**config.mk**
```make
export PLATFORM = sky130hd
export DESIGN_NAME = multicycle_ctrl
export DESIGN_NICKNAME = d
export VERILOG_FILES = /design/src/rtl/multicycle_ctrl.sv
export SDC_FILE = /design/constraint.sdc
export NUM_CORES = 1
export LEC_CHECK = 0
export CELL_PAD_IN_SITES_DETAIL_PLACEMENT = 1
export CELL_PAD_IN_SITES_GLOBAL_PLACEMENT = 1
export CORE_MARGIN = 10
export CORE_UTILIZATION = 30
export DETAILED_ROUTE_END_ITERATION = 16
export MAX_ROUTING_LAYER = met4
export PLACE_DENSITY = 0.66
export SETUP_SLACK_MARGIN = 0.3
export SLEW_MARGIN = 15
export SYNTH_ARGS = -nofsm -noshare
export SYNTH_HDL_FRONTEND = slang
export SYNTH_SLANG_ARGS = --single-unit
```
**constraint.sdc**
```tcl
create_clock -name clk_i -period 3 [get_ports clk_i]
set_input_delay 0.6 -clock clk_i [delete_from_list [all_inputs] [get_ports clk_i]]
set_output_delay 0.6 -clock clk_i [all_outputs]
set_load 0.05 [all_outputs]
```
**src/rtl/multicycle_ctrl.sv**
```systemverilog
// Control FSM for the multi-cycle RV32 subset (R, I-ALU, lw, sw, beq) over one shared memory port.
// Latency with memory always ready is 3-5 cycles per instruction; memory states stall until mem_ready_i.
module multicycle_ctrl #(
   parameter int CNT_W = 32
) (
   input  logic             clk_i,
   input  logic             rst_i,
   input  logic             start_i,
   input  logic [6:0]       Op_i,
   input  logic             Zero_i,
   input  logic             mem_ready_i,
   output logic             PCWrite_o,
   output logic             PCSrc_o,
   output logic             TargetWrite_o,
   output logic             IorD_o,
   output logic             MemRead_o,
   output logic             MemWrite_o,
   output logic             IRWrite_o,
   output logic             MemtoReg_o,
   output logic             RegWrite_o,
   output logic [1:0]       ALUSrcA_o,
   output logic [1:0]       ALUSrcB_o,
   output logic [1:0]       ALUOp_o,
   output logic             halt_o,
   output logic [3:0]       state_o,
   output logic [CNT_W-1:0] retire_cnt_o
);

   typedef enum logic [3:0] {
      S_IDLE   = 4'd0,
      S_FETCH  = 4'd1,
      S_DECODE = 4'd2,
      S_MEMADR = 4'd3,
      S_MEMRD  = 4'd4,
      S_MEMWB  = 4'd5,
      S_MEMWR  = 4'd6,
      S_EXEC_R = 4'd7,
      S_EXEC_I = 4'd8,
      S_ALUWB  = 4'd9,
      S_BRANCH = 4'd10,
      S_HALT   = 4'd11
   } state_t;

   localparam logic [6:0] OP_LOAD   = 7'b0000011;
   localparam logic [6:0] OP_STORE  = 7'b0100011;
   localparam logic [6:0] OP_RTYPE  = 7'b0110011;
   localparam logic [6:0] OP_ITYPE  = 7'b0010011;
   localparam logic [6:0] OP_BRANCH = 7'b1100011;

   state_t           state_q, state_d;
   logic [CNT_W-1:0] cnt_q, cnt_d;
   logic             retire;

   always_ff @(posedge clk_i or negedge rst_i) begin
      if (!rst_i) begin
         state_q <= S_IDLE;
         cnt_q   <= '0;
      end else begin
         state_q <= state_d;
         cnt_q   <= cnt_d;
      end
   end

   always_comb begin
      state_d       = state_q;
      retire        = 1'b0;
      PCWrite_o     = 1'b0;
      PCSrc_o       = 1'b0;
      TargetWrite_o = 1'b0;
      IorD_o        = 1'b0;
      MemRead_o     = 1'b0;
      MemWrite_o    = 1'b0;
      IRWrite_o     = 1'b0;
      MemtoReg_o    = 1'b0;
      RegWrite_o    = 1'b0;
      ALUSrcA_o     = 2'd0;
      ALUSrcB_o     = 2'd0;
      ALUOp_o       = 2'b00;
      halt_o        = 1'b0;
      case (state_q)
         S_IDLE: begin
            if (start_i) state_d = S_FETCH;
         end
         S_FETCH: begin
            MemRead_o = 1'b1;
            // PC+4 is computed and committed only in the cycle the fetch completes
            if (mem_ready_i) begin
               IRWrite_o = 1'b1;
               PCWrite_o = 1'b1;
               ALUSrcB_o = 2'd1;
               state_d   = S_DECODE;
            end
         end
         S_DECODE: begin
            ALUSrcA_o     = 2'd2;
            ALUSrcB_o     = 2'd2;
            TargetWrite_o = 1'b1;
            case (Op_i)
               OP_LOAD, OP_STORE: state_d = S_MEMADR;
               OP_RTYPE:          state_d = S_EXEC_R;
               OP_ITYPE:          state_d = S_EXEC_I;
               OP_BRANCH:         state_d = S_BRANCH;
               default:           state_d = S_HALT;
            endcase
         end
         S_MEMADR: begin
            ALUSrcA_o = 2'd1;
            ALUSrcB_o = 2'd2;
            state_d   = Op_i[5] ? S_MEMWR : S_MEMRD;
         end
         S_MEMRD: begin
            IorD_o    = 1'b1;
            MemRead_o = 1'b1;
            if (mem_ready_i) state_d = S_MEMWB;
         end
         S_MEMWB: begin
            RegWrite_o = 1'b1;
            MemtoReg_o = 1'b1;
            retire     = 1'b1;
         end
         S_MEMWR: begin
            IorD_o     = 1'b1;
            MemWrite_o = 1'b1;
            retire     = mem_ready_i;
         end
         S_EXEC_R: begin
            ALUSrcA_o = 2'd1;
            ALUOp_o   = 2'b10;
            state_d   = S_ALUWB;
         end
         S_EXEC_I: begin
            ALUSrcA_o = 2'd1;
            ALUSrcB_o = 2'd2;
            ALUOp_o   = 2'b10;
            state_d   = S_ALUWB;
         end
         S_ALUWB: begin
            RegWrite_o = 1'b1;
            retire     = 1'b1;
         end
         S_BRANCH: begin
            ALUSrcA_o = 2'd1;
            ALUOp_o   = 2'b01;
            PCSrc_o   = 1'b1;
            PCWrite_o = Zero_i;
            retire    = 1'b1;
         end
         S_HALT: begin
            halt_o = 1'b1;
         end
         default: state_d = S_IDLE;
      endcase
      // start_i is sampled only at retirement so an instruction in flight always completes
      if (retire) state_d = start_i ? S_FETCH : S_IDLE;
   end

   assign cnt_d        = retire ? cnt_q + {{(CNT_W-1){1'b0}}, 1'b1} : cnt_q;
   assign state_o      = state_q;
   assign retire_cnt_o = cnt_q;

endmodule
```
---- Yosys cells after proc, flatten, opt, wreduce, memory -nomap -nowiden ----
Cells that the tools add are included.
storage, ports and cells
  register bits after elaboration ......... 36
  input bits .............................. 12
  output and inout bits ................... 52
  logic and storage cells ................. 58
operators by class
  $add $sub $neg .......................... 1
  eq/ne operators ......................... 20
  muxes and demuxes ....................... 24
  reduce and logical (&&, ||, !) cells .... 11
operators with widths
  kind                                                                    number
  32-bit by 1-bit adder with 32-bit output (second input constant)        1
  4-bit one-hot mux with 7 select lines                                   1
  4-bit by 3-bit equality test with 1-bit output (second input constant)  4
  4-bit equality test (second input constant)                             4
  4-bit two-way mux                                                       4
  4-bit one-hot mux with 4 select lines                                   1
  7-bit by 6-bit equality test with 1-bit output (second input constant)  2
  1-bit two-way mux                                                       12
  2-bit one-hot mux with 2 select lines                                   3
  2-bit OR reduction                                                      5
  3-bit != test (second input constant)                                   3
  4-bit by 2-bit equality test with 1-bit output (second input constant)  2
  7-bit by 2-bit equality test with 1-bit output (second input constant)  1
  7-bit by 5-bit equality test with 1-bit output (second input constant)  1
  7-bit equality test (second input constant)                             1
  3-bit OR reduction                                                      2
  5-bit OR reduction                                                      1
  4-bit by 1-bit equality test with 1-bit output (second input constant)  1
  4-bit zero test                                                         1
  1-bit one-hot mux with 2 select lines                                   2
  4-bit AND reduction                                                     1
  4-bit OR reduction                                                      1
  2-bit two-way mux                                                       1
  2-bit by 1-bit != test with 1-bit output (second input constant)        1

---- Longest topological paths before layout ----
Gate-level depths: netlist of the first run.
  depth in word-level cells ............... 5
  depth in mapped cells ................... 6

---- Worst setup path before layout of the first run ----
No wires, ideal clock.
  path type ............................... reg-to-output
  from .................................... register state_q[0], in the netlist state_o[0]
  to ...................................... output port PCWrite_o
  arrival time ............................ 3293 ps
  data required time ...................... 2400 ps
  setup slack ............................. -893 ps
  stages on the path, launching flop included .. 5
  path buffers ............................ 1
  path through ............................ dfrtp_1 > clkbuf_1 > nand2b_1 > nor4b_1 > a21o_1
between the ends
  longest elaborated chain between the ends .. 2
ends and longest elaborated chain
  item                                                                                   line  RTL
  from (decl)                                                                            50    state_t state_q, state_d;
  from (signal assigned)                                                                 59    state_q <= state_d;
  4-bit equality test or 4-bit by 1-bit equality test with 1-bit output (tied branches)  80    case (state_q)
  1-bit one-hot mux with 2 select lines *                                                80
  to (decl)                                                                              12    output logic PCWrite_o,
Mark *: on every way between the ends. The rest lies on a longest branch, timed or not.

---- Final worst setup path of the first run ----
  from .................................... register state_q[2], in the netlist state_o[2]
  to ...................................... output port ALUOp_o[1]
between the ends
  longest elaborated chain between the ends .. 3
ends and longest elaborated chain
  item                                                                                   line  RTL
  4-bit equality test or 4-bit by 3-bit equality test with 1-bit output (tied branches)  80
  2-bit OR reduction (no line)                                                           --
  2-bit one-hot mux with 2 select lines *                                                80
  to (decl)                                                                              23    output logic [1:0] ALUOp_o,
Marks and branches as above.

==> results.py, run 1 <==
metrics = {
    "synth": {
        "synth_ff_type": "dfrtp_1",
        "netlist_top_cells_count": "36 x dfrtp_1, 31 x xnor2_1, 17 x nand4_1, 17 x nor2_1, 14 x nand3_1",
        "postSynthAreaPerCell_sq_um": 10.0,
        "yosysMostFrequentCell": "dfrtp_1",
        "postSynth.asyncResetShare": 1.00,
        "synth_cells": 204,
        "synthTopCellsByArea": "dfrtp_1 44%, xnor2_1 13%, nand4_1 5.2%, nand3_1 3.4%, nor2_1 3.1%",
        "ys_seq_elements": 36,
        "yosysTopAreaCellShare": 0.440,
        "synthDistinctLibCells": 44,
        "yosysSeqAreaShare": 0.440,
        "syn-cell-area_sq_um": 2050,
        "ys_warn_count": 0,
        "synth_largest_area_cell": "dfrtp_1",
        "synthesis.nets": 217,
        "synth_edf_count": 0,
    },
    "timing": {
        "post-route-min-period_ns": 2.59,
        "setup_violations": 0,
        "maxSlewViolCount": 0,
        "worst_pin_slew_ns": 0.875,
        "relSlewSlack": 0.417,
        "fin_tns_setup_ns": 0,
        "fin_crit_sh": 0.863,
        "worst_hold_slack_ns": 0.413,
        "setup_slack_ns": 0.411,
        "hold_viol_final": 0,
        "max_clock_freq_ghz": 0.386,
        "skew_ns": 0.00656,
        "rsz0062_at_grt": "false",
    },
    "clocking": {
        "cts_tree": "done",
        "htree_levels": 2,
        "clockBufferDepth": 2,
        "cts_inserted_buffers": 5,
        "cts_sinks": 36,
        "clk_latency_ns": 0.29,
        "cts_root_buffer": "clkbuf_8",
        "clkTransAtPathRegs_ns": 0.08,
        "post_cts_buffers": 0,
    },
    "die": {
        "ioPinCount": 64,
        "die_x_um": 103,
        "start_util": 0.305,
        "die-area_sq_um": 10500,
        "die_h_um": 103,
        "design.core.area_sq_um": 6720,
        "num_rows": 30,
    },
    "placed_design": {
        "place.gp.congestion": 0.811,
        "dp_hpwl_mm": 4.46,
        "placement.io_buffers": 63,
        "dpl_worst_slack_ns": 0.440,
        "place_inst": 344,
    },
    "worst_setup_path": {
        "crit_arrival_ns": 1.99,
        "cp_max_fo": 17,
        "critPathKind": "flop to primary output",
        "worstPathCellList": "nand2b_1 > or2_2 > o22ai_2 > buf_12",
        "cp.required_ns": 2.40,
        "rrSetupSlack_ns": 1.01,
        "r2r-end": "retire_cnt_o[16]",
        "startpoint_type": "flop",
        "timing.rr.start": "state_o[2]",
        "r2r_cells": 5,
        "crit_slowest_cell": "dfrtp_2",
        "cpPeakStageDelay_ns": 0.55,
        "timing.critical_path.to_type": "primary output",
    },
    "detailed_routing": {
        "detail-route-antenna-nets": 0,
        "finalWirelength_mm": 5.91,
        "drt_iter0_drc": 53,
        "routed_via_density": 5.22,
        "wire_per_inst_um": 16.8,
        "dr.pass1.iters": 4,
        "via_count": 1837,
        "drc": 0,
    },
    "power_and_ir_drop": {
        "cellLeakagePower_nw": 1.24,
        "peakVddDrop_v": 0.000447,
        "power_density_nw_per_um2": 802,
        "finalPower_mw": 2.38,
    },
    "global_route": {
        "antenna_found_initial": 0,
        "grt_pass1_vias": 1905,
        "grt_use_total": 0.116,
        "grt_pass1_wl_mm": 9.70,
        "grt_overflow": 0,
        "grt_max_degree": 37,
    },
    "final_layout": {
        "diodes": 0,
        "finalNonFillerCells": 352,
        "drive_above_1_share": 0.154,
        "final_net_count": 284,
        "area_growth_pct": 44.6,
    },
    "flow_run": {
        "maxCapViolations": 0,
    },
    "run_status": {
        "outcome": "finished, final reports clean",
    },
    "min_path": {
        "hp-class": "input pin to async pin",
    },
}
-- layout by cell type, fill, tap and decap left out, types with 3 or more instances in the layout --
cell             synthesis  routed
clkdlybuf4s50_1          0      47
and4_1                   3       3
xnor2_1                 31      31
and2_1                   3       3
xor2_1                   3       3
buf_4                    1      11
mux2_2                   3       3
nor3_2                   0       3
and3_1                   6       6
buf_12                   0       5
a21oi_1                  3       3
nor2_1                  17      17
dfrtp_1                 36      34
nor3_1                   7       4
clkbuf_8                 0       5
nand2b_1                 5       5
dlymetal6s2s_1           0       4
nand2_1                  9       9
nand3_1                 14      14
nand4_1                 17      17
inv_1                    4       4
-- worst max-delay path by stage --
stage,from,end,slack [ns],cells past startpoint
after CTS,state_o[0],MemtoReg_o,0.31,4
after floorplan,state_o[2],PCWrite_o,0.11,4
after global placement,state_o[0],TargetWrite_o,0.48,3
after global routing,state_o[2],ALUOp_o[1],0.32,4
after detailed placement,state_o[2],MemtoReg_o,0.44,3
final,state_o[2],ALUOp_o[1],0.41,4
-- area by class of cell --
class,instances,area (sq um)
fillers,750,3750
multi-input cells,154,1130
clock inverters,3,18.8
clock buffers,5,68.8
flip-flops and latches,36,903
well taps,80,100
inverters,4,15.0
repair buffers,70,726
-- worst max-delay path, delay by kind of cell, from the launching register on --
| kind | cells | cell delay, ns |
|---|---|---|
| simple gates | 2 | 0.77 |
| flops | 1 | 0.55 |
| compound gates | 1 | 0.21 |
| buf+inv | 1 | 0.17 |
-- power by group --
part           switching, mW  leakage, nW  internal, mW
logic                  0.864        0.708         0.508
registers              0.114        0.482         0.551
clock network          0.178       0.0479         0.162
-- per-layer routing --
| layer | track usage | vias up | share of wire |
|---|---|---|---|
| met1 | 0.157 | 903 | 0.49 |
| met3 | 0.0295 | 6 | 0.071 |
| met5 | - | - | 0 |
| li1 | - | 871 | - |
| met2 | 0.168 | 57 | 0.43 |
| met4 | 0.0282 | 0 | 0.0078 |
-- cells by family (layout without fill, tap and decap cells) --
kind of cell / Yosys count / in the layout / share of synthesized area
AO/OA/AOI/OAI: 21 / 21 / 0.0904
XOR/XNOR: 34 / 34 / 0.145
adder cells (fa/ha/maj): 1 / 1 / 0.00610
buffers and inverters: 14 / 82 / 0.0287
flip-flops: 36 / 36 / 0.440
multiplexers: 4 / 4 / 0.0214
AND/OR/NAND/NOR: 94 / 94 / 0.269
-- flip-flops by register name, indices dropped and copies added, names as in the netlist --
| name | count |
|---|---|
| state_o | 4 |
| retire_cnt_o | 32 |
-- stage by stage --
| stage | instance area, sq um | utilization |
|---|---|---|
| floorplan | 2090 | - |
| global placement | 2870 | 0.427 |
| detailed placement | 2870 | 0.427 |
| CTS | 2950 | 0.440 |
| global route | 2960 | 0.441 |
| finish | 2960 | 0.441 |
-- repair_timing --
action                     in CTS  in global routing
gates resized for setup         4                  4
pin swaps                       0                  0
hold buffers                    0                  0
setup endpoints to repair       9                  4
Note: power is estimated with default switching activity, not from simulation.
==> run 2: changes to the inputs <==
--- a/config.mk
+++ b/config.mk
@@ -12,7 +12,7 @@
 export DETAILED_ROUTE_END_ITERATION = 16
 export MAX_ROUTING_LAYER = met4
 export PLACE_DENSITY = 0.66
-export SETUP_SLACK_MARGIN = 0.3
+export SETUP_SLACK_MARGIN = 0.15
 export SLEW_MARGIN = 15
 export SYNTH_ARGS = -nofsm -noshare
 export SYNTH_HDL_FRONTEND = slang
==> run 2 against run 1 <==
Maximum frequency decreased by 3.3%; total power decreased by 0.14%; worst hold slack got worse by 0.020 ns; largest power group unchanged.
==> results.py, run 2 (synthesized netlist as in run 1, its figures left out) <==
metrics = {
    "worst_setup_path": {
        "worstPathCellList": "buf_4 > nor3_1 > clkdlybuf4s50_1",
        "critPathKind": "flop to primary output",
        "crit_arrival_ns": 2.08,
        "crit_slowest_cell": "clkdlybuf4s50_1",
        "cpPeakStageDelay_ns": 0.84,
        "startpoint_type": "flop",
        "cp.required_ns": 2.40,
        "critPathTopFamily": "buffers and inverters",
        "critical_path_buf_inv_count": 2,
        "cp_max_fo": 13,
        "timing.critical_path.to_type": "primary output",
    },
    "global_route": {
        "grt_max_degree": 37,
        "grt_use_total": 0.121,
        "grt_pass1_vias": 1919,
        "grt_pass1_wl_mm": 9.97,
        "grt_overflow": 0,
        "antenna_found_initial": 0,
    },
    "min_path": {
        "hp-class": "input pin to async pin",
    },
    "placed_design": {
        "place_area_sq_um": 2840,
        "place.gp.congestion": 0.747,
        "dp_hpwl_mm": 4.56,
        "placement.io_buffers": 63,
    },
    "final_layout": {
        "diodes": 0,
        "nFillCells": 767,
        "largest_register_ffs": 32,
        "final_net_count": 286,
        "area_growth_pct": 43.2,
        "layout_commonest_cell": "clkdlybuf4s50_1",
        "final_core_util": 0.437,
        "drive_above_1_share": 0.139,
        "final_area_sq_um": 2930,
        "final_cell_mix": "52 x clkdlybuf4s50_1, 35 x dfrtp_1, 31 x xnor2_1, 17 x nor2_1, 17 x nand4_1",
    },
    "timing": {
        "max_clock_freq_ghz": 0.374,
        "relSlewSlack": 0.469,
        "worst_pin_slew_ns": 0.796,
        "maxSlewViolCount": 0,
        "skew_ns": 0.00570,
        "worst_hold_slack_ns": 0.393,
        "post-route-min-period_ns": 2.68,
        "fin_tns_setup_ns": 0,
        "rsz0062_at_grt": "false",
        "hold_viol_final": 0,
        "fin_crit_sh": 0.892,
        "setup_violations": 0,
    },
    "die": {
        "start_util": 0.305,
        "die-area_sq_um": 10500,
        "num_rows": 30,
        "die_x_um": 103,
        "design.core.area_sq_um": 6720,
        "ioPinCount": 64,
        "die_h_um": 103,
    },
    "power_and_ir_drop": {
        "power_density_nw_per_um2": 809,
        "cellLeakagePower_nw": 1.16,
        "peakVddDrop_v": 0.000482,
    },
    "clocking": {
        "clockBufferDepth": 2,
        "htree_levels": 2,
        "cts_tree": "done",
        "cts_sinks": 36,
        "post_cts_buffers": 0,
        "postCtsHoldBufs": 0,
        "clkTransAtPathRegs_ns": 0.07,
        "cts_root_buffer": "clkbuf_8",
        "cts_inserted_buffers": 5,
        "clk_latency_ns": 0.29,
    },
    "flow_run": {
        "maxCapViolations": 0,
    },
    "detailed_routing": {
        "wire_per_inst_um": 16.8,
        "finalWirelength_mm": 5.94,
        "routed_via_density": 5.07,
        "detail-route-antenna-nets": 0,
        "via_count": 1795,
        "dr.pass1.iters": 4,
        "drt_iter0_drc": 68,
        "drc": 0,
    },
    "run_status": {
        "outcome": "finished, final reports clean",
    },
}
[run 2: cell types whose count changed in the layout (fill, tap and decap cells not counted), sizes merged]
cell | before | now
clkdlybuf4s50 | 47 | 52
dlymetal6s2s | 4 | 0
buf | 16 | 19
clkbuf | 6 | 8
clkinv | 3 | 0
dlygate4sd2 | 2 | 1
[run 2: path summary, 6_finish.rpt]
kind / end / cells past startpoint / startpoint / slack [ns]
max in group asynchronous: state_o[3] / 1 / rst_i / 2.04
max: ALUSrcA_o[1] / 3 / state_o[2] / 0.32
max reg2reg: retire_cnt_o[29] / 4 / retire_cnt_o[3] / 1.07
min: retire_cnt_o[23] / 1 / rst_i / 0.39
min reg2reg: retire_cnt_o[31] / 1 / retire_cnt_o[31] / 0.48
min in group clk_i: retire_cnt_o[31] / 1 / retire_cnt_o[31] / 0.48
[run 2: area by class of cell]
| type | instances | area [sq um] | area share |
|---|---|---|---|
| Multi-Input combinational cell | 154 | 1110 | 0.377 |
| Sequential cell | 36 | 902 | 0.307 |
| Timing Repair Buffer | 72 | 719 | 0.245 |
| Tap cell | 80 | 100 | 0.0341 |
| Clock buffer | 8 | 90.1 | 0.0307 |
| Inverter | 4 | 15.0 | 0.00512 |
[run 2: stage by stage]
stage,instances,total power [mW],setup slack (ns)
floorplan,204,1.54,-0.180
global placement,346,2.04,0.451
detailed placement,346,2.05,0.421
CTS,354,2.41,0.262
global route,354,2.52,0.218
finish,354,2.37,0.323
[run 2: where the power goes]
group	internal [mW]	switching, mW
combinational	0.504	0.860
sequential	0.551	0.103
clock	0.187	0.167
total	1.24	1.13
[run 2: timing repair]
item / 4_1_cts / 5_1_grt
endpoints found under the hold margin: 0 / 0
endpoints found under the setup margin: 1 / 1
gates resized for setup: 1 / 1
[run 2: per-layer routing]
| layer | global-route usage | part of all wire |
|---|---|---|
| met5 | - | 0 |
| met4 | 0.0293 | 0.0089 |
| met3 | 0.0355 | 0.074 |
| met2 | 0.173 | 0.43 |
| met1 | 0.163 | 0.49 |
==> run 3: changes to the inputs <==
--- a/config.mk
+++ b/config.mk
@@ -12,7 +12,6 @@
 export DETAILED_ROUTE_END_ITERATION = 16
 export MAX_ROUTING_LAYER = met4
 export PLACE_DENSITY = 0.66
-export SETUP_SLACK_MARGIN = 0.15
 export SLEW_MARGIN = 15
 export SYNTH_ARGS = -nofsm -noshare
 export SYNTH_HDL_FRONTEND = slang
==> run 3 against run 2 <==
Clock skew hardly changed; total power shrank 1.0%; sequential cell count did not move; first-iteration DRC count shrank 15%; non-clock buffer count did not move; wire length is 1.1% higher; utilization decreased by 0.074 points; worst hold slack improved by 0.015 ns; largest power group unchanged.
==> results.py, run 3 (synthesized netlist as in run 1, its figures left out) <==
metrics = {
    "run_status": {
        "outcome": "finished, final reports clean",
    },
    "worst_setup_path": {
        "worstPathCellList": "nor3_1 > clkdlybuf4s50_1",
        "timing.critical_path.to_type": "primary output",
        "crit_arrival_ns": 2.26,
        "cp_max_fo": 19,
        "critPathTopFamily": "buffers and inverters",
        "cp.required_ns": 2.40,
        "crit_slowest_cell": "clkdlybuf4s50_1",
        "cpPeakStageDelay_ns": 0.90,
        "critical_path_buf_inv_count": 1,
        "startpoint_type": "flop",
        "critPathKind": "flop to primary output",
    },
    "die": {
        "ioPinCount": 64,
        "start_util": 0.305,
        "die-area_sq_um": 10500,
        "die_h_um": 103,
        "num_rows": 30,
        "die_x_um": 103,
        "design.core.area_sq_um": 6720,
    },
    "final_layout": {
        "nFillCells": 763,
        "drive_above_1_share": 0.132,
        "diodes": 0,
        "largest_register_ffs": 32,
        "final_core_util": 0.436,
        "final_net_count": 286,
        "area_growth_pct": 42.9,
        "final_cell_mix": "53 x clkdlybuf4s50_1, 36 x dfrtp_1, 31 x xnor2_1, 17 x nor2_1, 17 x nand4_1",
        "layout_commonest_cell": "clkdlybuf4s50_1",
        "finalNonFillerCells": 353,
    },
    "clocking": {
        "postCtsHoldBufs": 0,
        "clkTransAtPathRegs_ns": 0.07,
        "clk_latency_ns": 0.28,
        "post_cts_buffers": 0,
        "cts_sinks": 36,
        "cts_tree": "done",
        "htree_levels": 2,
        "ctsResizeCount": 0,
        "cts_root_buffer": "clkbuf_8",
        "clockBufferDepth": 2,
        "cts_inserted_buffers": 5,
    },
    "global_route": {
        "grt_max_degree": 37,
        "antenna_found_initial": 0,
        "grt_overflow": 0,
        "grt_use_total": 0.119,
        "grt_pass1_wl_mm": 9.78,
        "grt_pass1_vias": 1892,
    },
    "placed_design": {
        "place_inst": 346,
        "dp_hpwl_mm": 4.55,
        "placement.io_buffers": 63,
        "place.gp.congestion": 0.735,
        "dpl_worst_slack_ns": 0.424,
    },
    "flow_run": {
        "maxCapViolations": 0,
    },
    "power_and_ir_drop": {
        "peakVddDrop_v": 0.000351,
        "power_density_nw_per_um2": 802,
        "cellLeakagePower_nw": 1.16,
        "finalPower_mw": 2.35,
    },
    "timing": {
        "setup_slack_ns": 0.136,
        "rsz0062_at_grt": "false",
        "skew_ns": 0.00601,
        "post-route-min-period_ns": 2.86,
        "max_clock_freq_ghz": 0.349,
        "worst_pin_slew_ns": 0.811,
        "hold_viol_final": 0,
        "maxSlewViolCount": 0,
        "fin_crit_sh": 0.955,
        "setup_violations": 0,
        "relSlewSlack": 0.460,
    },
    "detailed_routing": {
        "via_count": 1835,
        "finalWirelength_mm": 6.01,
        "dr.pass1.iters": 4,
        "drt_iter0_drc": 58,
        "wire_per_inst_um": 17.0,
        "routed_via_density": 5.20,
        "detail-route-antenna-nets": 0,
        "drc": 0,
    },
    "min_path": {
        "hp-class": "input pin to async pin",
    },
}
[run 3: cell types whose count changed in the layout (fill, tap and decap cells not counted), sizes merged]
cell,previous run,this run
clkdlybuf4s50,52,53
dlygate4sd2,1,0
clkinv,0,1
clkbuf,8,6
[run 3: per-stage QoR]
step	hold slack [ns]	instance area (sq um)	setup TNS (ns)
after CTS	0.439	2930	0
after global placement	0.461	2850	0
final	0.408	2930	0
after floorplan	0.304	2060	-0.180
after global routing	0.469	2930	0
after detailed placement	0.484	2850	0
[run 3: layout make-up]
class                      instances  area [sq um]  share of cell area
clock buffer                       6          72.6              0.0248
timing repair buffer              72           733               0.250
tap                               80           100              0.0342
multi-input combinational        154          1100               0.376
sequential                        36           901               0.308
inverter                           4          15.0             0.00513
clock inverter                     1          5.00             0.00171
[run 3: path summary, 6_finish.rpt]
kind | depth (start not counted) | slack (ns) | start | to
setup / recovery | 2 | 0.14 | state_o[3] | TargetWrite_o
hold / removal | 1 | 0.41 | rst_i | retire_cnt_o[27]
setup reg to reg | 7 | 0.90 | state_o[2] | retire_cnt_o[28]
hold reg to reg | 1 | 0.49 | retire_cnt_o[27] | retire_cnt_o[27]
max in group asynchronous | 1 | 2.07 | rst_i | retire_cnt_o[11]
min in group clk_i | 1 | 0.49 | retire_cnt_o[27] | retire_cnt_o[27]
[run 3: routing by layer]
metal | vias to the layer above | wire [um] | GRT usage
met5 | - | 0 | -
met4 | 0 | 51 | 0.0282
met3 | 6 | 456 | 0.0349
met2 | 62 | 2530 | 0.169
met1 | 897 | 2970 | 0.162
li1 | 870 | - | -
[run 3: power by group]
part	internal, mW	switching [mW]	leakage, nW	total (mW)
sequential	0.550	0.102	0.485	0.651
combinational	0.515	0.863	0.632	1.38
clock	0.158	0.161	0.0410	0.319
